--- config.mk ---
export PLATFORM = sky130hd
export DESIGN_NAME = demux8_deserializer
export DESIGN_NICKNAME = d
export VERILOG_FILES = /design/src/rtl/demux8_deserializer.sv
export SDC_FILE = /design/constraint.sdc
export NUM_CORES = 1
export LEC_CHECK = 0
export BUFFER_PORTS_ARGS = -buffer_cell sky130_fd_sc_hd__buf_4
export CAP_MARGIN = 15
export CORE_MARGIN = 2
export CORE_UTILIZATION = 55
export DETAILED_ROUTE_END_ITERATION = 10
export PLACE_DENSITY = 0.8
export SYNTH_ARGS = -nofsm -noshare
export SYNTH_HDL_FRONTEND = slang
export SYNTH_SLANG_ARGS = --single-unit
--- constraint.sdc ---
create_clock -name clk -period 3.6 [get_ports clk]
set_input_delay 0.36 -clock clk [delete_from_list [all_inputs] [get_ports clk]]
set_output_delay 0.36 -clock clk [all_outputs]
set_load 0.05 [all_outputs]
--- src/rtl/demux8_deserializer.sv ---
// demux8_deserializer: 1:8 serial-to-parallel demux with a valid/ready output register
// clk, rst (async, active-high); din/din_valid serial input; frame_start realigns to bit 0;
// y/y_valid/y_ready word output handshake; lane_idx next bit index; overrun sticky drop flag, clr_ovr clears it
module demux8_deserializer #(
  parameter bit MSB_FIRST = 1'b0
) (
  input  logic       clk,
  input  logic       rst,
  input  logic       din,
  input  logic       din_valid,
  input  logic       frame_start,
  output logic [7:0] y,
  output logic       y_valid,
  input  logic       y_ready,
  output logic [2:0] lane_idx,
  output logic       overrun,
  input  logic       clr_ovr
);
  logic [2:0] idx, idx_n, bit_k, lane;
  logic [7:0] asm_reg, asm_n;
  logic       complete, free;
  assign lane_idx = idx;
  assign bit_k    = frame_start ? 3'd0 : idx;
  assign lane     = MSB_FIRST ? 3'd7 - bit_k : bit_k;
  assign complete = din_valid && !frame_start && idx == 3'd7;
  assign free     = !y_valid || y_ready;
  assign idx_n    = frame_start ? {2'b00, din_valid} : din_valid ? idx + 3'd1 : idx;
  // asm_n doubles as the candidate word on the completing cycle
  always_comb begin
    asm_n = asm_reg;
    if (din_valid) asm_n[lane] = din;
  end
  always_ff @(posedge clk or posedge rst) begin
    if (rst) begin
      idx     <= 3'd0;
      asm_reg <= 8'h00;
      y       <= 8'h00;
      y_valid <= 1'b0;
      overrun <= 1'b0;
    end else begin
      idx     <= idx_n;
      asm_reg <= asm_n;
      if (complete && free) begin
        y       <= asm_n;
        y_valid <= 1'b1;
      end else if (y_ready) y_valid <= 1'b0;
      overrun <= (complete && !free) || (overrun && !clr_ovr);
    end
  end
endmodule
==> impl_metrics.json <==
{
  "first_pass_grt_wire_length_um": 3130,
  "die-width_um": 46.2,
  "setup.worst_path.class": "reg2reg",
  "netlist-cell-type-count": 29,
  "power_frac_clock": 0.210,
  "placed_cell_areas_mm2": 0.00111,
  "async_reset_ff_frac": 1.00,
  "area_delta_synth_final_pct": 16.1,
  "net_count_after_synthesis": 106,
  "via_per_inst": 5.67,
  "internal_power_contribution_uw": 361,
  "drt-wirelength-per-cell_um": 13.7,
  "chipHeight_um": 46.2,
  "detail_route.iter0.violations": 26,
  "power_density_mw_per_mm2": 483,
  "gp_congestion": 0.891,
  "seq_area_frac_synth": 0.536,
  "hold_path.class": "in2async",
  "cts_sink_count": 21,
  "power_frac_comb": 0.262,
  "totalNegativeSetupSlack_ns": 0,
  "fin_worst_skew_ns": 0.00810,
  "htree_levels": 1,
  "r2r_slack_ns": 1.73,
  "cts_hold_repair.buffers": 0,
  "syn_avg_cell_area_um2": 10.1,
  "r2r_start": "lane_idx[1]",
  "layout-drive-gt1-share": 0.223,
  "postCtsSetupRepairBufs": 0,
  "numCtsBuffers": 3,
  "worst_slew_margin_rel": 0.478,
  "nets": 122,
  "detail_route.drc_violations": 0,
  "dr.pass1.iters": 4,
  "worst-endpoint-arrival_ns": 2.05,
  "tritoncts": "built",
  "finalCritPeriodShare": 0.519,
  "cp-start-kind": "register",
  "r2r_end": "y[6]",
  "synth_enable_flop_cells": 0,
  "post_route_minimum_period_ns": 1.87,
  "net-switching-power_uw": 189,
  "floorplan.rows": 15,
  "ys_dominant_reg_cell": "sky130_fd_sc_hd__dfrtp_1",
  "grt_util_all_layers": 0.208,
  "critical_path.max_fanout": 13,
  "mappedNetlistArea_um2": 981,
  "worst_setup_hold_path_clk_slew_ns": 0.12,
  "final_non_filler_cell_area_mm2": 0.00114,
  "clk_path_buf_depth": 2,
  "grt_remaining_overflow": 0,
  "cts_resized": 0,
  "detailed_place_hpwl_um": 1360,
  "cp.required_ns": 3.78,
  "synth-warning-count": 0,
  "max_slew.worst_pin.slew_ns": 0.782,
  "pwr-share-seq": 0.528,
  "ys_seq_elements": 21,
  "final_hold_viols": 0,
  "clock_tree.root_cell": "sky130_fd_sc_hd__clkbuf_4",
  "ant_nets": 0,
  "portBuffers": 19,
  "fp.dieArea_mm2": 0.00214,
  "worstRegToRegCells": 5,
  "sw_frac_of_total": 0.343,
  "maxCapViolations": 0,
  "fill_cells": 139,
  "effective_utilization_at_floorplan": 0.574,
  "first_global_vias": 671,
  "static-leakage-power_uw": 0.000583,
  "rsz_0062_raised_after_global_routing": "no",
  "final_max_slew_viol_count": 0,
  "fp.coreArea_mm2": 0.00171,
  "status": "complete, no violations",
  "setup_violations": 0,
  "num_vias": 777,
  "antenna_found_initial": 0,
  "insertion_delay_ns": 0.31,
  "antenna_cells": 0,
  "timing.critical_path.to_type": "register",
  "boundary_pin_count": 20,
  "largest_net_degree_at_the_start_of_global_routing": 22,
  "timing.fmax_mhz": 535,
  "vdd_drop_max_v": 0.000272,
  "postSynthCellCount": 97,
  "totalWireLength_um": 1880
}
## layer usage
layer | track usage | share of wire | up-vias
li1 | - | - | 372
met2 | 0.297 | 0.44 | 28
met3 | 0.0471 | 0.052 | 4
met1 | 0.301 | 0.49 | 373
met5 | 0 | 0 | -
met4 | 0.0857 | 0.016 | 0
## worst max-delay path by stage
stage / start / to / slack (ns)
floorplan: lane_idx[0] / y[2] / 1.71
global placement: lane_idx[1] / y[1] / 1.84
detailed placement: lane_idx[1] / y[6] / 1.78
CTS: lane_idx[1] / y[6] / 1.75
global route: lane_idx[1] / y[3] / 1.59
finish: lane_idx[1] / y[6] / 1.73
## cell usage after synthesis (2+ instances only)
library cell	n	area share
sky130_fd_sc_hd__nand2b_1	4	0.026
sky130_fd_sc_hd__dfrtp_1	21	0.54
sky130_fd_sc_hd__nand2_1	11	0.042
sky130_fd_sc_hd__a21oi_1	8	0.041
sky130_fd_sc_hd__a31oi_1	8	0.051
sky130_fd_sc_hd__nand4_1	2	0.013
sky130_fd_sc_hd__inv_1	2	0.0077
sky130_fd_sc_hd__o21ai_0	3	0.015
sky130_fd_sc_hd__nand3b_1	2	0.015
sky130_fd_sc_hd__nor2b_1	2	0.013
sky130_fd_sc_hd__o21ai_1	3	0.015
sky130_fd_sc_hd__nor2_1	3	0.011
sky130_fd_sc_hd__nand3_1	6	0.031
sky130_fd_sc_hd__ha_1	2	0.026
sky130_fd_sc_hd__clkbuf_1	3	0.011
sky130_fd_sc_hd__mux2i_1	2	0.020
sky130_fd_sc_hd__buf_2	3	0.015
## worst max-delay path, stage by stage, from the launching register on
cell	delay [ns]
sky130_fd_sc_hd__dfrtp_1	0.58
sky130_fd_sc_hd__ha_1	0.22
sky130_fd_sc_hd__ha_1	0.15
sky130_fd_sc_hd__and3b_1	0.33
sky130_fd_sc_hd__and2_1	0.32
sky130_fd_sc_hd__a31oi_1	0.13
## power groups by stage
stage / registers, uW / clock network, uW / logic, uW
finish: 291 / 116 / 144
CTS: 290 / 115 / 144
detailed placement: 295 / 0 / 144
global route: 295 / 123 / 157
global placement: 294 / 0 / 143
floorplan: 333 / 0 / 64.3
## layout make-up
type,instances,area [um2],area share
Timing Repair Buffer,19,143,0.125
Inverter,2,7.51,0.00659
Sequential cell,21,526,0.462
Multi-Input combinational cell,66,405,0.356
Clock buffer,4,26.3,0.0231
Tap cell,25,31.3,0.0275
## cell families (layout without fill, tap and decap cells)
logic type	Yosys count	in the layout	synth area share
AOI/OAI and AO/OA	25	25	0.147
xor gates and xnor gates	1	1	0.00893
adders and majority gates	2	2	0.0255
buffers and inverters	10	25	0.0510
DFF	21	21	0.536
muxes	2	2	0.0204
and+or+nand+nor	36	36	0.212
## metrics by stage
stage          hold slack [ns]  setup slack (ns)  utilization  instances  total power (uW)
6_report                 0.182              1.73        0.667        137               551
3_3_place_gp             0.486              1.84        0.651        133               437
2_1_floorplan            0.337              1.71            -         97               397
5_1_grt                  0.211              1.59        0.667        137               576
4_1_cts                  0.206              1.75        0.667        137               550
3_5_place_dp             0.483              1.78        0.651        133               439
## placed cells by master, fill, tap and decap left out, types with 2 or more instances in the layout
cell	Yosys	final
sky130_fd_sc_hd__a21oi_1	8	8
sky130_fd_sc_hd__a31oi_1	8	8
sky130_fd_sc_hd__buf_4	0	19
sky130_fd_sc_hd__clkbuf_4	0	3
sky130_fd_sc_hd__dfrtp_1	21	21
sky130_fd_sc_hd__ha_1	2	2
sky130_fd_sc_hd__inv_1	2	2
sky130_fd_sc_hd__mux2i_1	2	2
sky130_fd_sc_hd__nand2_1	11	11
sky130_fd_sc_hd__nand2b_1	4	4
sky130_fd_sc_hd__nand3_1	6	6
sky130_fd_sc_hd__nand3b_1	2	2
sky130_fd_sc_hd__nand4_1	2	2
sky130_fd_sc_hd__nor2_1	3	3
sky130_fd_sc_hd__nor2b_1	2	2
sky130_fd_sc_hd__o21ai_0	3	3
sky130_fd_sc_hd__o21ai_1	3	3
Power figures use the tool's default switching activity.
